`src/rtl/br_redirect_sched_if.sv`:
```
// Signal bundle between the pipeline branch-check logic, the redirect scheduler
// and the predictor update port.
interface br_redirect_sched_if #(
  parameter int CNT_W = 8
);
  logic             id_err;
  logic [31:0]      id_target;
  logic             exe_err;
  logic [31:0]      exe_target;
  logic             mem_err;
  logic [31:0]      mem_target;
  logic             res_valid;
  logic [31:0]      res_pc;
  logic [2:0]       res_type;
  logic             res_taken;
  logic [31:0]      res_target;
  logic             redirect_valid;
  logic [31:0]      redirect_pc;
  logic             flush_if;
  logic             flush_id;
  logic             flush_exe;
  logic             upd_valid;
  logic             upd_ready;
  logic [31:0]      upd_pc;
  logic [2:0]       upd_type;
  logic             upd_taken;
  logic [31:0]      upd_target;
  logic             q_full;
  logic [CNT_W-1:0] ovf_cnt;

  // Scheduler side
  modport master (
    input  id_err, id_target, exe_err, exe_target, mem_err, mem_target,
    input  res_valid, res_pc, res_type, res_taken, res_target, upd_ready,
    output redirect_valid, redirect_pc, flush_if, flush_id, flush_exe,
    output upd_valid, upd_pc, upd_type, upd_taken, upd_target, q_full, ovf_cnt
  );

  // Pipeline / predictor side
  modport slave (
    output id_err, id_target, exe_err, exe_target, mem_err, mem_target,
    output res_valid, res_pc, res_type, res_taken, res_target, upd_ready,
    input  redirect_valid, redirect_pc, flush_if, flush_id, flush_exe,
    input  upd_valid, upd_pc, upd_type, upd_taken, upd_target, q_full, ovf_cnt
  );
endinterface

```
`src/rtl/br_redirect_sched.sv`:
```
// Branch-mispredict redirect arbiter (oldest stage wins, one registered redirect)
// plus a resolved-branch FIFO feeding the predictor update port.
module br_redirect_sched #(
  parameter int QDEPTH = 4,
  parameter int CNT_W  = 8
) (
  input logic                 clk,
  input logic                 rst_n,
  br_redirect_sched_if.master bus
);
  localparam int AW = $clog2(QDEPTH);
  localparam int RW = 68;

  typedef enum logic {IDLE, REDIR} state_e;
  typedef enum logic [1:0] {SRC_ID, SRC_EXE, SRC_MEM} src_e;

  state_e      state_q, state_d;
  src_e        src_q, src_d;
  logic [31:0] pc_q, pc_d;

  always_ff @(posedge clk or negedge rst_n) begin
    if (!rst_n) begin
      state_q <= IDLE;
      src_q   <= SRC_ID;
      pc_q    <= '0;
    end else begin
      state_q <= state_d;
      src_q   <= src_d;
      pc_q    <= pc_d;
    end
  end

  always_comb begin
    state_d = IDLE;
    src_d   = src_q;
    pc_d    = pc_q;
    if (state_q == IDLE) begin
      if (bus.mem_err) begin
        state_d = REDIR;
        src_d   = SRC_MEM;
        pc_d    = bus.mem_target;
      end else if (bus.exe_err) begin
        state_d = REDIR;
        src_d   = SRC_EXE;
        pc_d    = bus.exe_target;
      end else if (bus.id_err) begin
        state_d = REDIR;
        src_d   = SRC_ID;
        pc_d    = bus.id_target;
      end
    end else if (src_q == SRC_ID && bus.mem_err) begin
      // Only an older MEM error can override an ID redirect; everything else is wrong-path
      state_d = REDIR;
      src_d   = SRC_MEM;
      pc_d    = bus.mem_target;
    end

    bus.redirect_valid = (state_q == REDIR);
    bus.redirect_pc    = (state_q == REDIR) ? pc_q : 32'h0;
    bus.flush_if       = (state_q == REDIR);
    bus.flush_id       = (state_q == REDIR) && (src_q != SRC_ID);
    bus.flush_exe      = (state_q == REDIR) && (src_q == SRC_MEM);
  end

  // Update FIFO: pointers carry one wrap bit to tell full from empty
  logic [AW:0]      wr_q, rd_q;
  logic [RW-1:0]    mem_q [QDEPTH];
  logic [RW-1:0]    head;
  logic [CNT_W-1:0] ovf_q;
  logic             empty, full, push, pop, drop;

  assign empty = (wr_q == rd_q);
  assign full  = (wr_q[AW-1:0] == rd_q[AW-1:0]) && (wr_q[AW] != rd_q[AW]);
  assign pop   = !empty && bus.upd_ready;
  assign push  = bus.res_valid && (!full || pop);
  assign drop  = bus.res_valid && full && !pop;

  always_ff @(posedge clk or negedge rst_n) begin
    if (!rst_n) begin
      wr_q  <= '0;
      rd_q  <= '0;
      ovf_q <= '0;
    end else begin
      if (push) wr_q <= wr_q + (AW+1)'(1);
      if (pop)  rd_q <= rd_q + (AW+1)'(1);
      if (drop && ovf_q != '1) ovf_q <= ovf_q + CNT_W'(1);
    end
  end

  always_ff @(posedge clk) begin
    if (push) mem_q[wr_q[AW-1:0]] <= {bus.res_pc, bus.res_type, bus.res_taken, bus.res_target};
  end

  // Storage is not cleared by reset, so the head is masked while empty
  assign head           = empty ? '0 : mem_q[rd_q[AW-1:0]];
  assign bus.upd_valid  = !empty;
  assign bus.upd_pc     = head[67:36];
  assign bus.upd_type   = head[35:33];
  assign bus.upd_taken  = head[32];
  assign bus.upd_target = head[31:0];
  assign bus.q_full     = full;
  assign bus.ovf_cnt    = ovf_q;
endmodule
```
`src/flat_wrapper.sv`:
```
// flat-port wrapper written by rule: the top's interface ports become plain ports
module br_redirect_sched_flat 
#(
  parameter int QDEPTH = 4,
  parameter int CNT_W  = 8
)
  (clk, rst_n, bus_id_err, bus_id_target, bus_exe_err, bus_exe_target, bus_mem_err, bus_mem_target, bus_res_valid, bus_res_pc, bus_res_type, bus_res_taken, bus_res_target, bus_upd_ready, bus_redirect_valid, bus_redirect_pc, bus_flush_if, bus_flush_id, bus_flush_exe, bus_upd_valid, bus_upd_pc, bus_upd_type, bus_upd_taken, bus_upd_target, bus_q_full, bus_ovf_cnt);
  br_redirect_sched_if #(.CNT_W(CNT_W)) bus_i ();
  input logic clk;
  input logic rst_n;
  input wire logic [$bits(bus_i.id_err)-1:0] bus_id_err;
  input wire logic [$bits(bus_i.id_target)-1:0] bus_id_target;
  input wire logic [$bits(bus_i.exe_err)-1:0] bus_exe_err;
  input wire logic [$bits(bus_i.exe_target)-1:0] bus_exe_target;
  input wire logic [$bits(bus_i.mem_err)-1:0] bus_mem_err;
  input wire logic [$bits(bus_i.mem_target)-1:0] bus_mem_target;
  input wire logic [$bits(bus_i.res_valid)-1:0] bus_res_valid;
  input wire logic [$bits(bus_i.res_pc)-1:0] bus_res_pc;
  input wire logic [$bits(bus_i.res_type)-1:0] bus_res_type;
  input wire logic [$bits(bus_i.res_taken)-1:0] bus_res_taken;
  input wire logic [$bits(bus_i.res_target)-1:0] bus_res_target;
  input wire logic [$bits(bus_i.upd_ready)-1:0] bus_upd_ready;
  output wire logic [$bits(bus_i.redirect_valid)-1:0] bus_redirect_valid;
  output wire logic [$bits(bus_i.redirect_pc)-1:0] bus_redirect_pc;
  output wire logic [$bits(bus_i.flush_if)-1:0] bus_flush_if;
  output wire logic [$bits(bus_i.flush_id)-1:0] bus_flush_id;
  output wire logic [$bits(bus_i.flush_exe)-1:0] bus_flush_exe;
  output wire logic [$bits(bus_i.upd_valid)-1:0] bus_upd_valid;
  output wire logic [$bits(bus_i.upd_pc)-1:0] bus_upd_pc;
  output wire logic [$bits(bus_i.upd_type)-1:0] bus_upd_type;
  output wire logic [$bits(bus_i.upd_taken)-1:0] bus_upd_taken;
  output wire logic [$bits(bus_i.upd_target)-1:0] bus_upd_target;
  output wire logic [$bits(bus_i.q_full)-1:0] bus_q_full;
  output wire logic [$bits(bus_i.ovf_cnt)-1:0] bus_ovf_cnt;
  assign bus_i.id_err = bus_id_err;
  assign bus_i.id_target = bus_id_target;
  assign bus_i.exe_err = bus_exe_err;
  assign bus_i.exe_target = bus_exe_target;
  assign bus_i.mem_err = bus_mem_err;
  assign bus_i.mem_target = bus_mem_target;
  assign bus_i.res_valid = bus_res_valid;
  assign bus_i.res_pc = bus_res_pc;
  assign bus_i.res_type = bus_res_type;
  assign bus_i.res_taken = bus_res_taken;
  assign bus_i.res_target = bus_res_target;
  assign bus_i.upd_ready = bus_upd_ready;
  assign bus_redirect_valid = bus_i.redirect_valid;
  assign bus_redirect_pc = bus_i.redirect_pc;
  assign bus_flush_if = bus_i.flush_if;
  assign bus_flush_id = bus_i.flush_id;
  assign bus_flush_exe = bus_i.flush_exe;
  assign bus_upd_valid = bus_i.upd_valid;
  assign bus_upd_pc = bus_i.upd_pc;
  assign bus_upd_type = bus_i.upd_type;
  assign bus_upd_taken = bus_i.upd_taken;
  assign bus_upd_target = bus_i.upd_target;
  assign bus_q_full = bus_i.q_full;
  assign bus_ovf_cnt = bus_i.ovf_cnt;
  br_redirect_sched #(.QDEPTH(QDEPTH), .CNT_W(CNT_W)) u_core (.clk(clk), .rst_n(rst_n), .bus(bus_i));
endmodule
```
`config.mk`:
```
export PLATFORM = sky130hd
export DESIGN_NAME = br_redirect_sched_flat
export DESIGN_NICKNAME = d
export VERILOG_FILES = /design/src/rtl/br_redirect_sched_if.sv /design/src/rtl/br_redirect_sched.sv /design/src/flat_wrapper.sv
export SDC_FILE = /design/constraint.sdc
export NUM_CORES = 1
export LEC_CHECK = 0
export ABC_AREA = 1
export BUFFER_PORTS_ARGS = -buffer_cell sky130_fd_sc_hd__buf_4
export CAP_MARGIN = 20
export CORE_AREA = 3 3 162 164
export DETAILED_ROUTE_END_ITERATION = 8
export DIE_AREA = 0 0 165 167
export GPL_ROUTABILITY_DRIVEN = 0
export HOLD_SLACK_MARGIN = 0.06
export MAX_ROUTING_LAYER = met4
export PLACE_DENSITY = 0.79
export SLEW_MARGIN = 20
export SYNTH_ARGS = -nofsm -noshare
export SYNTH_HDL_FRONTEND = slang
export SYNTH_SLANG_ARGS = --single-unit
```
`constraint.sdc`:
```
create_clock -name clk -period 5.9 [get_ports clk]
set_input_delay 1.18 -clock clk [delete_from_list [all_inputs] [get_ports clk]]
set_output_delay 1.18 -clock clk [all_outputs]
set_load 0.02 [all_outputs]
```
==> metrics <==
status finished, final reports clean; HP Class flip-flop to flip-flop; first-pass GRT wire length about 51 mm; Syn Nets between 1,000 and 1,500; most used routing layer met2; area post-placement between 0.015 and 0.02 sq mm; top post-synthesis cells by area edfxtp_1 (60%), dfrtp_1 (9.0%), nand2_1 (6.0%), nor2_1 (5.8%), o21ai_0 (4.5%); layout cells sized above 1 0.241; XOR/XNOR Fraction of Synth Area 0.00321; synth warn 0; overall power between 9 and 10 mW; hold_buf cts 0; Post-CTS Setup Inserts 0; FILL cells ~1,800; H-tree Lvls 1; gr ovfl total 0; min cycle time layout 4750 ps; area fraction of the dominant cell type after synthesis 0.599; final slew viol count 0; Area growth syn-to-layout 24.4%; max_cap viols 0; WP data arrival 3570 ps; grt met3 use 0.0478; final core utilization 0.678; drt initial violations roughly 900; Net count, final approximately 1,700; final HPWL from detailed placement a little over 20 mm; slew at the pin closest to its max-slew limit between 1000 and 1500 ps; critical-path maximum fanout 61; FF/Latch Area between 0.009 and 0.01 sq mm; Lkg Pwr around 7.3 nW; # DRC 0; routed wire length ~33 mm; I/O pins about 290; met2 usage 0.408; PwrDens between 500 and 600 mW/mm^2; vias in the first global route between 9,000 and 10,000; Post-Layout Cell Count around 1,900; commonest non-fill, non-tap cell in the layout buf_4; area share of fa/ha/maj cells after synthesis 0.00550; largest family of logic cells by synthesized area simple AND/OR/NAND/NOR gates; worst hold stages 2; Pre-antenna DRT Iters 6; via count 10,076; mux share of post-synthesis cell area 0; placed insts 1,809; Synth area leader edfxtp_1; RSZ-0062 raised after global routing false; Synth Area in Compound Gates 0.101; Root Driver clkbuf_16; Max clock buf depth 3; sequential share of the synthesized area 0.688; worst reg-to-reg path cell count 7; routing usage on met1 0.283; All-Layer GR Usage 0.239; number of failing hold endpoints at the final stage 0; total CTS buffers 31; Routed Antenna Nets 0; Fmax achieved ~210 MHz; worst slack at placement around 1700 ps; CP Capture Type primary output; Port-buffer cells between 200 and 300; initial antenna violation count 1; Clk Latency, worst-skew pair about 550 ps; starting density of the core 0.545; FF-to-FF End u_core.mem_q[3][27]; CTS-repair resized insts 0; vias per inst approximately 5.4; clk sink count 321; synthesized instance count 1,257; clock slew at reported path FFs around 60 ps; R2R setup slack between 1500 and 2000 ps; hold worst-path end u_core.src_q[1]; Final setup viols 0; total negative setup slack 0 ps; crit path setup slack, layout approximately 1200 ps; worst hold start u_core.src_q[1]; hold_ws 472 ps; post-route clock period utilization 0.805; Final Skew ~9.0 ps; critical path type flip-flop to primary output; post-route design area 0.0170 sq mm; largest net degree at the start of global routing between 90 and 100; Startpoint Class flip-flop; Mean Syn Cell Area approximately 11 sq um; post-synth cell types 31; CTS tree done; die area 0.0276 sq mm; Die Height roughly 170 um; R2R Path Start u_core.rd_q[0]; Syn Std Cell Area 0.0136 sq mm; Slew headroom 0.312; Simple-Gate Fraction of Synth Area 0.143; Chip Width 165 um; required time worst endpoint roughly 4700 ps; Peak supply drop approximately 0.51 mV; #FFs+latches synth approximately 320; DR WL/cell about 18 um; area occupied by multi-input gates about 0.0035 sq mm; most frequent cells in the layout buf_4 (296), edfxtp_1 (272), nand2_1 (219), nor2_1 (207), o21ai_0 (123); core area ~0.025 sq mm; # rows 58
[report_power, final]
part	switching (mW)	total, mW	leakage [nW]	internal (mW)
combinational	2.65	4.06	3.77	1.41
clock	0.797	1.84	0.468	1.05
sequential	0.204	3.18	3.11	2.98
[worst max-delay path by stage]
stage / endpoint / start / cells past startpoint
final: bus_upd_pc[29] / u_core.rd_q[0] / 8
after global placement: bus_upd_pc[29] / u_core.rd_q[0] / 8
after floorplan: u_core.mem_q[0][0] / bus_upd_ready / 4
after CTS: bus_upd_pc[29] / u_core.rd_q[0] / 8
after detailed placement: bus_upd_pc[29] / u_core.rd_q[0] / 8
after global routing: bus_upd_pc[29] / u_core.rd_q[0] / 8
[flip-flops by register name (all words and copies together) (netlist names)]
signal,count
u_core.bus.flush_if,1
u_core.bus.ovf_cnt,8
u_core.mem_q,272
u_core.pc_q,32
u_core.rd_q,3
u_core.src_q,2
u_core.wr_q,3
[synth_stat cells (all sizes together)]
library cell / n
o22ai: 68
clkbuf: 33
nand3: 49
nor2: 212
ha: 6
xor2: 5
dfrtp: 49
nand4: 2
o21bai: 1
a31oi: 1
clkinv: 1
buf: 42
edfxtp: 272
nand3b: 1
a21boi: 1
or2: 1
nand2: 222
o21ai: 139
inv: 121
o211ai: 31
[kinds of logic (layout without fill, tap and decap cells)]
logic type      Yosys count  after routing
compound gates          241            241
xor+xnor                  5              5
fa+ha+maj                 6              6
buf+inv                 197            476
flops                   321            321
other cells               0              2
simple gates            487            487
[cell type report]
cell class                      count  share of cell area
Antenna cell                        2            0.000295
Clock buffer                       34              0.0464
Clock inverter                     22             0.00988
Inverter                          122              0.0271
Multi-Input combinational cell    739               0.205
Sequential cell                   321               0.554
Tap cell                          330              0.0243
Timing Repair Buffer              298               0.134
[routing by layer]
metal | share of wire | vias to the layer above
li1 | - | 4812
met1 | 0.39 | 4811
met2 | 0.50 | 395
met3 | 0.083 | 58
met4 | 0.028 | 0
met5 | 0 | -
[critical path, stage by stage, from the launching register on]
cell	delay, ps
dfrtp_4	670
clkinv_2	550
nand2_1	130
nand2_2	140
nand4_4	750
buf_4	490
nand2_1	100
inv_2	30
buf_4	140
Power figures use the tool's default switching activity.
